--- config.mk ---
export PLATFORM = sky130hd
export DESIGN_NAME = mode_controller
export DESIGN_NICKNAME = d
export VERILOG_FILES = /design/src/rtl/mode_pkg.sv /design/src/rtl/meas_scheduler.sv /design/src/rtl/mode_controller.sv
export SDC_FILE = /design/constraint.sdc
export NUM_CORES = 1
export LEC_CHECK = 0
export BUFFER_PORTS_ARGS = -buffer_cell sky130_fd_sc_hd__buf_2
export CAP_MARGIN = 20
export CORE_AREA = 3 3 67 69
export CTS_BUF_LIST = sky130_fd_sc_hd__clkbuf_8
export CTS_CLUSTER_SIZE = 25
export DETAILED_ROUTE_END_ITERATION = 12
export DIE_AREA = 0 0 70 72
export HOLD_SLACK_MARGIN = 0.1
export PLACE_DENSITY = 0.49
export SYNTH_ARGS = -nofsm -noshare
export SYNTH_HDL_FRONTEND = slang
export SYNTH_HIERARCHICAL = 1
export SYNTH_SLANG_ARGS = --single-unit
--- constraint.sdc ---
create_clock -name iClk -period 5.1 [get_ports iClk]
set_input_delay 0 -clock iClk [delete_from_list [all_inputs] [get_ports iClk]]
set_output_delay 0 -clock iClk [all_outputs]
set_load 0.05 [all_outputs]
--- src/rtl/mode_pkg.sv ---
// rtl/mode_pkg.sv - shared mode, edit-field and scheduler encodings for the mode controller
package mode_pkg;

    typedef enum logic [3:0] {
        MODE_CLOCK = 4'b0000,
        MODE_SW    = 4'b0001,
        MODE_TIMER = 4'b0010,
        MODE_ULTRA = 4'b0100,
        MODE_DHT   = 4'b1000
    } mode_t;

    typedef enum logic [1:0] {
        EDIT_OFF = 2'b00,
        EDIT_F0  = 2'b01,
        EDIT_F1  = 2'b10,
        EDIT_F2  = 2'b11
    } edit_t;

    typedef enum logic [1:0] {
        SCH_IDLE  = 2'b00,
        SCH_START = 2'b01,
        SCH_BUSY  = 2'b10,
        SCH_WAIT  = 2'b11
    } sched_t;

    localparam int IDLE_TIMEOUT_DEF = 30;
    localparam int MEAS_PERIOD_DEF  = 2;
    localparam int MEAS_WDOG_DEF    = 3;

    function automatic mode_t next_mode(input mode_t m);
        case (m)
            MODE_CLOCK: return MODE_SW;
            MODE_SW:    return MODE_TIMER;
            MODE_TIMER: return MODE_ULTRA;
            MODE_ULTRA: return MODE_DHT;
            default:    return MODE_CLOCK;
        endcase
    endfunction

    function automatic logic is_meas(input logic [3:0] m);
        return (m == MODE_ULTRA) || (m == MODE_DHT);
    endfunction

endpackage

--- src/rtl/meas_scheduler.sv ---
// rtl/meas_scheduler.sv - start/busy/wait scheduler for the ultrasonic and DHT sensors
module meas_scheduler
    import mode_pkg::*;
#(
    parameter int MEAS_PERIOD = MEAS_PERIOD_DEF,
    parameter int MEAS_WDOG   = MEAS_WDOG_DEF
) (
    input  logic       clk,
    input  logic       rst_n,
    input  logic [3:0] mode,
    input  logic       tick,
    input  logic       ultra_done,
    input  logic       dht_done,
    output logic       ultra_start,
    output logic       dht_start,
    output logic       sensor_err
);

    localparam int CMAX = (MEAS_PERIOD > MEAS_WDOG) ? MEAS_PERIOD : MEAS_WDOG;
    localparam int CW   = $clog2(CMAX + 1);

    sched_t        state_q, state_d;
    logic [CW-1:0] cnt_q, cnt_d;
    logic          sel_q, sel_d;    // sensor of the outstanding request: 1 = DHT
    logic          err_q, err_d;
    logic          valid_done;

    always_ff @(posedge clk or negedge rst_n) begin
        if (!rst_n) begin
            state_q <= SCH_IDLE;
            cnt_q   <= '0;
            sel_q   <= 1'b0;
            err_q   <= 1'b0;
        end else begin
            state_q <= state_d;
            cnt_q   <= cnt_d;
            sel_q   <= sel_d;
            err_q   <= err_d;
        end
    end

    always_comb begin
        state_d    = state_q;
        cnt_d      = cnt_q;
        sel_d      = sel_q;
        err_d      = err_q;
        valid_done = sel_q ? dht_done : ultra_done;
        case (state_q)
            SCH_IDLE: begin
                if (is_meas(mode)) begin
                    state_d = SCH_START;
                    sel_d   = (mode == MODE_DHT);
                end
            end
            SCH_START: begin
                state_d = SCH_BUSY;
                cnt_d   = '0;
            end
            SCH_BUSY: begin
                if (valid_done) begin
                    err_d   = 1'b0;
                    state_d = SCH_WAIT;
                    cnt_d   = '0;
                end else if (tick) begin
                    if (cnt_q == CW'(MEAS_WDOG - 1)) begin
                        err_d   = 1'b1;
                        state_d = SCH_WAIT;
                        cnt_d   = '0;
                    end else begin
                        cnt_d = cnt_q + 1'b1;
                    end
                end
            end
            default: begin
                // Sensor is re-selected here so a mode change made during BUSY takes effect next round.
                if (!is_meas(mode)) begin
                    state_d = SCH_IDLE;
                    cnt_d   = '0;
                end else if (tick) begin
                    if (cnt_q == CW'(MEAS_PERIOD - 1)) begin
                        state_d = SCH_START;
                        sel_d   = (mode == MODE_DHT);
                        cnt_d   = '0;
                    end else begin
                        cnt_d = cnt_q + 1'b1;
                    end
                end
            end
        endcase
    end

    assign ultra_start = (state_q == SCH_START) && !sel_q;
    assign dht_start   = (state_q == SCH_START) &&  sel_q;
    assign sensor_err  = err_q;

endmodule

--- src/rtl/mode_controller.sv ---
// rtl/mode_controller.sv - display mode FSM, edit-field FSM and idle timeout with sensor scheduler
module mode_controller
    import mode_pkg::*;
#(
    parameter int IDLE_TIMEOUT = IDLE_TIMEOUT_DEF,
    parameter int MEAS_PERIOD  = MEAS_PERIOD_DEF,
    parameter int MEAS_WDOG    = MEAS_WDOG_DEF
) (
    input  logic       iClk,
    input  logic       iRst_n,
    input  logic       iBtn_Mode,
    input  logic       iBtn_Set,
    input  logic       iBtn_Next,
    input  logic       iTick_1Hz,
    input  logic       iUltra_Done,
    input  logic       iDHT_Done,
    output logic [3:0] oMode,
    output logic [1:0] oSet,
    output logic       oUltra_Start,
    output logic       oDHT_Start,
    output logic       oSensor_Err
);

    localparam int IW = $clog2(IDLE_TIMEOUT + 1);

    mode_t         mode_q, mode_d;
    edit_t         edit_q, edit_d;
    logic [IW-1:0] idle_q, idle_d;
    logic          any_btn;
    logic          armed;

    always_ff @(posedge iClk or negedge iRst_n) begin
        if (!iRst_n) begin
            mode_q <= MODE_CLOCK;
            edit_q <= EDIT_OFF;
            idle_q <= '0;
        end else begin
            mode_q <= mode_d;
            edit_q <= edit_d;
            idle_q <= idle_d;
        end
    end

    always_comb begin
        mode_d  = mode_q;
        edit_d  = edit_q;
        idle_d  = idle_q;
        any_btn = iBtn_Mode || iBtn_Set || iBtn_Next;
        armed   = (edit_q != EDIT_OFF) || is_meas(mode_q);

        if (edit_q == EDIT_OFF) begin
            if (iBtn_Mode) begin
                mode_d = next_mode(mode_q);
            end else if (iBtn_Set && (mode_q == MODE_CLOCK || mode_q == MODE_TIMER)) begin
                edit_d = EDIT_F0;
            end
        end else begin
            if (iBtn_Set) begin
                edit_d = EDIT_OFF;
            end else if (iBtn_Next) begin
                edit_d = (edit_q == EDIT_F2) ? EDIT_F0 : edit_t'(edit_q + 2'd1);
            end
        end

        // A button pulse in the same cycle as the final tick wins: the user is active.
        if (any_btn) begin
            idle_d = '0;
        end else if (iTick_1Hz) begin
            if (idle_q >= IW'(IDLE_TIMEOUT - 1)) begin
                if (armed) begin
                    idle_d = '0;
                    edit_d = EDIT_OFF;
                    if (is_meas(mode_q)) begin
                        mode_d = MODE_CLOCK;
                    end
                end else begin
                    idle_d = IW'(IDLE_TIMEOUT);
                end
            end else begin
                idle_d = idle_q + 1'b1;
            end
        end
    end

    assign oMode = mode_q;
    assign oSet  = edit_q;

    meas_scheduler #(
        .MEAS_PERIOD(MEAS_PERIOD),
        .MEAS_WDOG  (MEAS_WDOG)
    ) u_sched (
        .clk        (iClk),
        .rst_n      (iRst_n),
        .mode       (mode_q),
        .tick       (iTick_1Hz),
        .ultra_done (iUltra_Done),
        .dht_done   (iDHT_Done),
        .ultra_start(oUltra_Start),
        .dht_start  (oDHT_Start),
        .sensor_err (oSensor_Err)
    );

endmodule

==> results of run 1 <==
final cells by class:
class | instances | share of cell area
Multi-Input combinational cell | 98 | 0.495
Sequential cell | 17 | 0.299
Timing Repair Buffer | 22 | 0.0983
Tap cell | 50 | 0.0439
Inverter | 12 | 0.0316
Clock buffer | 3 | 0.0290
Clock inverter | 1 | 0.00351
worst max path at each step:
stage,startpoint,cells past startpoint,endpoint
final,idle_q[1]$_DFFE_PN0P_,7,idle_q[1]$_DFFE_PN0P_
after detailed placement,u_sched/state_q[0]$_DFFE_PN0P_,6,u_sched/state_q[0]$_DFFE_PN0P_
after CTS,idle_q[1]$_DFFE_PN0P_,7,idle_q[1]$_DFFE_PN0P_
after floorplan,oSet[0]$_DFF_PN0_,4,oSet[0]$_DFF_PN0_
after global routing,idle_q[1]$_DFFE_PN0P_,7,idle_q[1]$_DFFE_PN0P_
after global placement,u_sched/state_q[0]$_DFFE_PN0P_,6,u_sched/state_q[0]$_DFFE_PN0P_
critical path: stages (launching register included):
cell and delay (ns):
dfrtp_1 0.41, inv_1 0.07, ha_1 0.17, or3_1 0.39, nand4_1 0.25, nand2b_1 0.10
a31oi_1 0.16, dlygate4sd3_1 0.57
synth_stat cells, types with 3 or more instances:
master    n  area [µm²]
nand2_1  12        45.0
dfrtp_1  17         425
a21oi_1   8        40.0
inv_1    12        45.0
or3_1     4        25.0
o22ai_1   4        25.0
o21ai_0   4        20.0
mux2i_1   3        30.0
ha_1      8         100
nand3_1   4        20.0
nor2_1    3        11.3
a31oi_1   5        31.3
nor3_1    6        30.0
metrics by stage:
| step | instance area [µm²] | setup WS, ns | total power (W) |
|---|---|---|---|
| final | 1430 | 2.93 | 0.000740 |
| after floorplan | 1180 | 3.25 | 0.000542 |
| after CTS | 1430 | 2.94 | 0.000747 |
| after global placement | 1320 | 3.26 | 0.000622 |
| after global routing | 1430 | 2.81 | 0.000804 |
| after detailed placement | 1320 | 3.21 | 0.000631 |
registers in the layout (all words and copies together) (netlist names):
register,flops
idle_q,5
oMode,4
oSet,2
u_sched/cnt_q,2
u_sched/state_q,2
u_sched/sel_q,1
u_sched/sensor_err,1
layer usage:
metal,global-route usage,part of all wire,up-vias
li1,-,-,524
met1,0.146,0.48,510
met2,0.208,0.47,26
met3,0.0332,0.044,4
met4,0.0340,0.0097,0
met5,0,0,-
power by group through the flow:
stage / logic, W / clock network [W] / registers, W
floorplan: 0.000260 / 0 / 0.000282
detailed placement: 0.000402 / 0 / 0.000230
global route: 0.000447 / 0.000119 / 0.000239
global placement: 0.000395 / 0 / 0.000227
finish: 0.000410 / 0.000103 / 0.000227
CTS: 0.000409 / 0.000111 / 0.000227
kinds of logic after synthesis:
family / synth area share
buffers and inverters: 0.0383
XOR/XNOR: 0.0223
flip-flops: 0.362
adder cells (fa/ha/maj): 0.0851
AND/OR/NAND/NOR: 0.237
AO/OA/AOI/OAI: 0.220
multiplexers: 0.0351
what timing repair did:
action | in CTS | in global routing
hold buffers | 6 | 0
hold endpoints to repair | 20 | 0
setup buffers | 0 | 0
==> impl_results.md, run 1 <==
- Status: completed
- Area of the core: 3970 µm²
- Avg WL per Cell: 13.7 µm
- Peak Freq: 0.460 GHz
- Crit path DAT: 2.36 ns
- Combinational share of power: 0.554
- Clock sink count: 17
- Register area share after synthesis: 0.362
- Synth Register Bits: 17
- Max-cap violations: 0
- Ports: 17
- Post-synth cell types: 43
- Final GP Congestion: 0.862
- Antenna diodes: 0
- Clk network pwr share: 0.140
- Dpl hpwl: 1990 µm
- GR Overflow Total: 0
- HP Class: in -> reg
- Worst Path Required: 5.29 ns
- Clock slew at the register clock pins of the worst setup and hold paths: 0.07 ns
- Largest net degree at the start of global routing: 18
- RSZ-0062 raised after global routing: no
- # fillers: 420
- Peak VDD IR: 0.000192 V
- Synthesized area: 1180 µm²
- EDFF count, synth: 0
- Final hold violations: 0
- Register Area: 425 µm²
- Worst Tran Pin Value: 0.439 ns
- Hold_sp: iBtn_Mode
- Reg2reg end: idle_q[1]$_DFFE_PN0P_
- Initial DRC count: 25
- Crit path kind: reg -> reg
- Placed cells: 193
- Sw frac: 0.492
- Post-route minimum period: 2.17 ns
- Clock Latency Late Sink: 0.25 ns
- Layout Utilization: 0.359
- PwrDens: 519 nW/µm²
- CTS Buf Count: 3
- Width of the die: 70 µm
- Syn-to-layout area delta: 21.2%
- Cts repair resizes: 0
- Int Power: 0.000376 W
- DRT Pass-1 Iters: 4
- Syn Area/Cell: 9.26 µm²
- Routed vias: 1064
- FFs w/ async S/R, synth: 1.00
- Most frequent cells in the layout: 17 x dfrtp_1, 16 x buf_2, 12 x inv_1, 12 x nand2_1
- Initial Util: 0.296
- Worst setup SP type: flip-flop
- Gr usage total: 0.120
- Hold WS: 0.152 ns
- Hold depth: 3
- Relative slew slack: 0.707
- Reg2reg path depth: 7
- # rows: 23
- DRT Wirelength: 2780 µm
- Most common cell after layout, fill and taps aside: dfrtp_1
- ANT nets after route: 0
- CTS tree: yes
- Die area: 5040 µm²
- Worst hold endpoint: idle_q[0]$_DFFE_PN0P_
- Syn nets: 143
- First-pass GRT wire length: 4920 µm
- Period utilisation layout: 0.426
- Fraction of layout cells with a size suffix above 1: 0.183
- Synth Instances: 127
- Via density per instance: 5.24
- NetSw: 0.000364 W
- Final non-filler cell total: 203
- CTS max path bufs: 2
- Pins Over Slew Limit: 0
- Syn. warnings: 6
- Initial antenna violation count: 0
- Post-synth top flop: dfrtp_1
- Final setup viols: 0
- Fin Setup TNS: 0 ns
- Reg2Reg Launch Point: idle_q[1]$_DFFE_PN0P_
- Leakage Power: 0.615 nW
- Net count, final: 170
- Reg power frac: 0.307
- Vias in the first global route: 1054
- R2R Setup Slk: 2.93 ns
- H-tree depth: 1
- DRC violations left: 0
- Largest fanout on the critical path: 7
- Worst Skew: 0.000995 ns
- CP Capture Type: flip-flop
- Number of port buffers: 16
- Die H: 72 µm
- Root buffer cell: clkbuf_8
- Area taken by multi-input logic gates: 706 µm²
Note: power is estimated with default switching activity, not from simulation.
==> run 2: changes to the inputs <==
==> constraint.sdc (replaced) <==
create_clock -name iClk -period 2.25 [get_ports iClk]
set_input_delay 0 -clock iClk [delete_from_list [all_inputs] [get_ports iClk]]
set_output_delay 0 -clock iClk [all_outputs]
set_load 0.05 [all_outputs]
==> run 2 against run 1 <==
Effect of this change:
- critical path depth did not move
- clock-buffer cell count did not move
- first-iteration DRC count rose by 4.0%
- routed wire length rose by 2.3%
- clock power rose by 130%
- combinational power rose by 130%
- critical path type unchanged
- largest cell class unchanged
==> impl_results.md, run 2 (synthesis gave the netlist of run 1 again) <==
- Status: completed
- Root buffer cell: clkbuf_8
- Worst hold endpoint: idle_q[0]$_DFFE_PN0P_
- DRT Pass-1 Iters: 4
- Total power: 0.00168 W
- Width of the die: 70 µm
- Final GP Congestion: 0.862
- Reg2reg path depth: 7
- Final setup viols: 0
- First-pass GRT wire length: 4920 µm
- Clock slew at the register clock pins of the worst setup and hold paths: 0.07 ns
- Initial antenna violation count: 0
- Clock sink count: 17
- Largest fanout on the critical path: 5
- Clock Latency Late Sink: 0.25 ns
- ANT nets after route: 0
- Gr usage total: 0.120
- Worst Path Required: 2.44 ns
- Initial Util: 0.296
- Crit path kind: reg -> reg
- Vias in the first global route: 1054
- HP Class: in -> reg
- GR Util met1: 0.146
- Period utilisation layout: 0.930
- Die H: 72 µm
- Met2 Track Usage GR: 0.208
- Layout Utilization: 0.365
- Fraction of layout cells with a size suffix above 1: 0.199
- Number of port buffers: 16
- Dpl hpwl: 1990 µm
- Max FFs per register: 5
- Max-cap violations: 0
- Leakage Power: 0.628 nW
- Ports: 17
- Worst Tran Pin Value: 0.447 ns
- CTS Buf Count: 3
- Area of the core: 3970 µm²
- Largest Register: idle_q
- Hold depth: 3
- PwrDens: 1160 nW/µm²
- Die area: 5040 µm²
- Syn-to-layout area delta: 23.1%
- R2R Setup Slk: 0.16 ns
- Fin Setup TNS: 0 ns
- Initial DRC count: 26
- Pins Over Slew Limit: 0
- Post-route minimum period: 2.09 ns
- Final hold violations: 0
- Global-route layer with the greatest usage: met2
- # fillers: 419
- Relative slew slack: 0.702
- Worst setup SP type: flip-flop
- Most frequent cells in the layout: 17 x dfrtp_1, 16 x buf_2, 12 x inv_1, 12 x nand2_1
- # rows: 23
- GR Overflow Total: 0
- Reg2Reg Launch Point: idle_q[1]$_DFFE_PN0P_
- Worst Skew: 0.00127 ns
- Peak Freq: 0.478 GHz
- RSZ-0062 raised after global routing: no
- Via density per instance: 5.21
- Avg WL per Cell: 13.8 µm
- Hold_sp: iBtn_Mode
- CTS tree: yes
- CP Capture Type: flip-flop
- CTS max path bufs: 2
- Largest net degree at the start of global routing: 18
- Net count, final: 173
- H-tree depth: 1
- Reg2reg end: idle_q[1]$_DFFE_PN0P_
- Crit path DAT: 2.28 ns
- DRC violations left: 0
- Antenna diodes: 0
- Routing usage on met3: 0.0332
- DRT Wirelength: 2850 µm
- Most common cell after layout, fill and taps aside: dfrtp_1
- Routed vias: 1073
- Peak VDD IR: 0.000430 V
-- run 2: what timing repair did --
action                                  4_1_cts  5_1_grt
hold buffers                                  6        0
endpoints found under the hold margin        20        0
resized for setup                             0        0
endpoints found under the setup margin        0        1
buffers inserted                              0        3
-- run 2: how the worst max path moves through the flow --
stage | from | endpoint | slack [ns] | cells after the start
finish | idle_q[1]$_DFFE_PN0P_ | idle_q[1]$_DFFE_PN0P_ | 0.16 | 7
global route | idle_q[1]$_DFFE_PN0P_ | idle_q[1]$_DFFE_PN0P_ | 0.05 | 7
CTS | idle_q[1]$_DFFE_PN0P_ | idle_q[1]$_DFFE_PN0P_ | 0.09 | 7
detailed placement | u_sched/state_q[0]$_DFFE_PN0P_ | u_sched/state_q[0]$_DFFE_PN0P_ | 0.36 | 6
global placement | u_sched/state_q[0]$_DFFE_PN0P_ | u_sched/state_q[0]$_DFFE_PN0P_ | 0.41 | 6
floorplan | oSet[0]$_DFF_PN0_ | oSet[0]$_DFF_PN0_ | 0.40 | 4
-- run 2: metrics by stage --
step                      std cells  area (µm²)  hold slack [ns]  setup slack, ns
after floorplan                 127        1180           -0.296            0.403
after global placement          193        1320          -0.0444            0.412
after detailed placement        193        1320          -0.0360            0.363
after CTS                       203        1430            0.149           0.0886
after global routing            206        1450            0.171           0.0534
final                           206        1450            0.156            0.158
-- run 2: power breakdown --
part | internal [W] | switching [W]
clock | 0.000123 | 0.000113
combinational | 0.000352 | 0.000576
sequential | 0.000377 | 0.000139
total | 0.000852 | 0.000827
-- run 2: per-layer routing --
metal	part of all wire	routed length, µm
met1	0.47	1350
met2	0.47	1330
met3	0.041	118
met4	0.015	44
met5	0	0
-- run 2: area by class of cell --
| type | instances | area [µm²] | share of cell area |
|---|---|---|---|
| well taps | 50 | 62.6 | 0.0432 |
| inverters | 12 | 45.0 | 0.0311 |
| multi-input cells | 98 | 706 | 0.487 |
| clock inverters | 1 | 5.00 | 0.00346 |
| repair buffers | 25 | 163 | 0.112 |
| clock buffers | 3 | 41.3 | 0.0285 |
| flip-flops and latches | 17 | 425 | 0.294 |
-- run 2: worst max-delay path, cell delays in order (launching register included) --
cell and delay, ns:
dfrtp_1 0.41, inv_1 0.07, ha_1 0.17, or3_1 0.39, nand4_1 0.19, nand2b_1 0.08
a31oi_1 0.16, dlygate4sd3_1 0.57
==> run 3: changes to the inputs <==
--- a/config.mk
+++ b/config.mk
@@ -5,15 +5,15 @@
 export SDC_FILE = /design/constraint.sdc
 export NUM_CORES = 1
 export LEC_CHECK = 0
-export BUFFER_PORTS_ARGS = -buffer_cell sky130_fd_sc_hd__buf_2
 export CAP_MARGIN = 20
 export CORE_AREA = 3 3 67 69
 export CTS_BUF_LIST = sky130_fd_sc_hd__clkbuf_8
 export CTS_CLUSTER_SIZE = 25
 export DETAILED_ROUTE_END_ITERATION = 12
 export DIE_AREA = 0 0 70 72
+export DONT_BUFFER_PORTS = 1
 export HOLD_SLACK_MARGIN = 0.1
-export PLACE_DENSITY = 0.49
+export PLACE_DENSITY = 0.47
 export SYNTH_ARGS = -nofsm -noshare
 export SYNTH_HDL_FRONTEND = slang
 export SYNTH_HIERARCHICAL = 1
==> constraint.sdc (replaced) <==
create_clock -name iClk -period 1.9 [get_ports iClk]
set_input_delay 0 -clock iClk [delete_from_list [all_inputs] [get_ports iClk]]
set_output_delay 0 -clock iClk [all_outputs]
set_load 0.05 [all_outputs]
==> run 3 against run 2 <==
Effect of this change:
- clock-buffer cell count unchanged
- routed wire length increased by 2.6%
- non-clock buffer count decreased by 7
- sequential cell count unchanged
- combinational power increased by 31%
- worst setup slack got worse by 0.089 ns
- via count decreased by 1.5%
- first-iteration DRC count increased by 19%
- critical path type unchanged
- sequential power increased by 13%
- largest power group unchanged
==> impl_results.md, run 3 (synthesis gave the netlist of run 1 again) <==
- Placed cells: 186
- CP Capture Type: flip-flop
- Most frequent cells in the layout: 17 x dfrtp_1, 13 x inv_1, 12 x nand2_1, 9 x dlygate4sd3_1, 9 x buf_4
- Period utilisation layout: 0.964
- Vias in the first global route: 1105
- Crit path DAT: 2.01 ns
- Most Frequent Cell on Critical Path: or3_4
- DRT Pass-1 Iters: 3
- DRC violations left: 0
- Hold depth: 3
- Clock sink count: 17
- Peak Freq: 0.546 GHz
- Clock Latency Late Sink: 0.25 ns
- Avg WL per Cell: 14.7 µm
- Max FFs per register: 5
- CTS tree: yes
- Dpl hpwl: 2160 µm
- Via density per instance: 5.31
- Syn-to-layout area delta: 23.9%
- First-pass GRT wire length: 5040 µm
- Worst setup SP type: flip-flop
- Leakage Power: 0.598 nW
- CP max stage delay: 0.44 ns
- CP max stage cell: dfrtp_1
- Met1 wire length: 1220 µm
- Routed met3 length: 116 µm
- Largest Register: idle_q
- Gr usage total: 0.122
- Pins Over Slew Limit: 0
- PwrDens: 1420 nW/µm²
- Worst Tran Pin Value: 0.829 ns
- Root buffer cell: clkbuf_8
- CTS Buf Count: 3
- Worst Path Required: 2.08 ns
- H-tree depth: 1
- HP Class: in -> reg
- Placed Area: 1310 µm²
- Reg2reg path depth: 5
- Routed vias: 1057
- Ports: 17
- Crit-path cells: ha_1 > or3_4 > and4_4 > or3_4 > a21oi_2
- Worst Skew: 0.00413 ns
- Post-CTS Setup Bufs: 0
- Final GP Congestion: 0.845
- Number of port buffers: 0
- Post-route minimum period: 1.83 ns
- Relative slew slack: 0.446
- Net count, final: 166
- Antenna diodes: 0
- Area of the core: 3970 µm²
- Die H: 72 µm
- Final Cell Area: 1460 µm²
- Initial DRC count: 31
- Width of the die: 70 µm
- Largest net degree at the start of global routing: 18
- Final non-filler cell total: 199
- Final setup viols: 0
- Die area: 5040 µm²
- # rows: 23
- Clock slew at the register clock pins of the worst setup and hold paths: 0.07 ns
- Crit path kind: reg -> reg
- Largest fanout on the critical path: 6
- Met2 WL: 1560 µm
- Uppermost routed layer: met4
- GR Overflow Total: 0
- Final hold violations: 0
- Initial Util: 0.296
- Initial antenna violation count: 0
- Most common cell after layout, fill and taps aside: dfrtp_1
- Fraction of layout cells with a size suffix above 1: 0.154
- Peak VDD IR: 0.000438 V
- Status: completed
- DRT Wirelength: 2920 µm
- RSZ-0062 raised after global routing: no
- CTS max path bufs: 2
- ANT nets after route: 0
- Max-cap violations: 0
- Fin Setup TNS: 0 ns
- Total power: 0.00207 W
## run 3: cell count changes in the layout (fill, tap and decap cells not counted)
cell,change
inv_1,+1
buf_4,+6
or3_1,-2
nor4b_1,-1
nor4b_2,+1
or3_4,+2
dlygate4sd3_1,+3
clkinv_2,-1
buf_2,-16
## run 3: final cells by class
type                            count  area (µm²)
Fill cell                         424        2510
Multi-Input combinational cell     98         722
Sequential cell                    17         425
Timing Repair Buffer               18         158
Tap cell                           50        62.6
Inverter                           12        45.0
Clock buffer                        3        41.3
Clock inverter                      1        3.75
## run 3: repair_timing
item                                    CTS  global route
hold endpoints to repair                 30             0
endpoints found under the setup margin    0             2
hold buffers                              9             0
gates resized for setup                   0             3
## run 3: worst paths after layout
kind                                                start                             end  slack [ns]
hold reg to reg            u_sched/state_q[0]$_DFFE_PN0P_  u_sched/state_q[0]$_DFFE_PN0P_        0.56
min in group asynchronous                          iRst_n  u_sched/sensor_err$_DFFE_PN0P_        0.29
setup / recovery                    idle_q[0]$_DFFE_PN0P_           idle_q[0]$_DFFE_PN0P_        0.07
hold / removal                                  iTick_1Hz  u_sched/sensor_err$_DFFE_PN0P_        0.12
setup reg to reg                    idle_q[0]$_DFFE_PN0P_           idle_q[0]$_DFFE_PN0P_        0.07
max in group asynchronous                          iRst_n              oMode[2]$_DFF_PN0_        1.10
## run 3: per-stage QoR
stage          utilization  hold WS [ns]  setup WS, ns
6_report             0.367         0.118        0.0689
5_1_grt              0.367         0.121      0.000557
4_1_cts              0.363         0.102        0.0968
3_5_place_dp         0.329        -0.295         0.117
3_3_place_gp         0.329        -0.295         0.153
2_1_floorplan            -        -0.296        0.0526
## run 3: metal layers
| metal | track usage | up-vias |
|---|---|---|
| li1 | - | 518 |
| met1 | 0.135 | 519 |
| met2 | 0.232 | 16 |
| met3 | 0.0249 | 4 |
| met4 | 0.0404 | 0 |
| met5 | 0 | - |
## run 3: worst max-delay path, delay by kind of cell (launching register included)
family	cells	cell delay [ns]
and+or+nand+nor	3	0.93
DFF	1	0.44
adders and majority gates	1	0.23
AOI/OAI and AO/OA	1	0.15
## run 3: power breakdown
part	switching [W]	leakage, nW	internal [W]
sequential	0.000133	0.228	0.000447
combinational	0.000730	0.344	0.000489
clock	0.000125	0.0269	0.000143
total	0.000988	0.598	0.00108
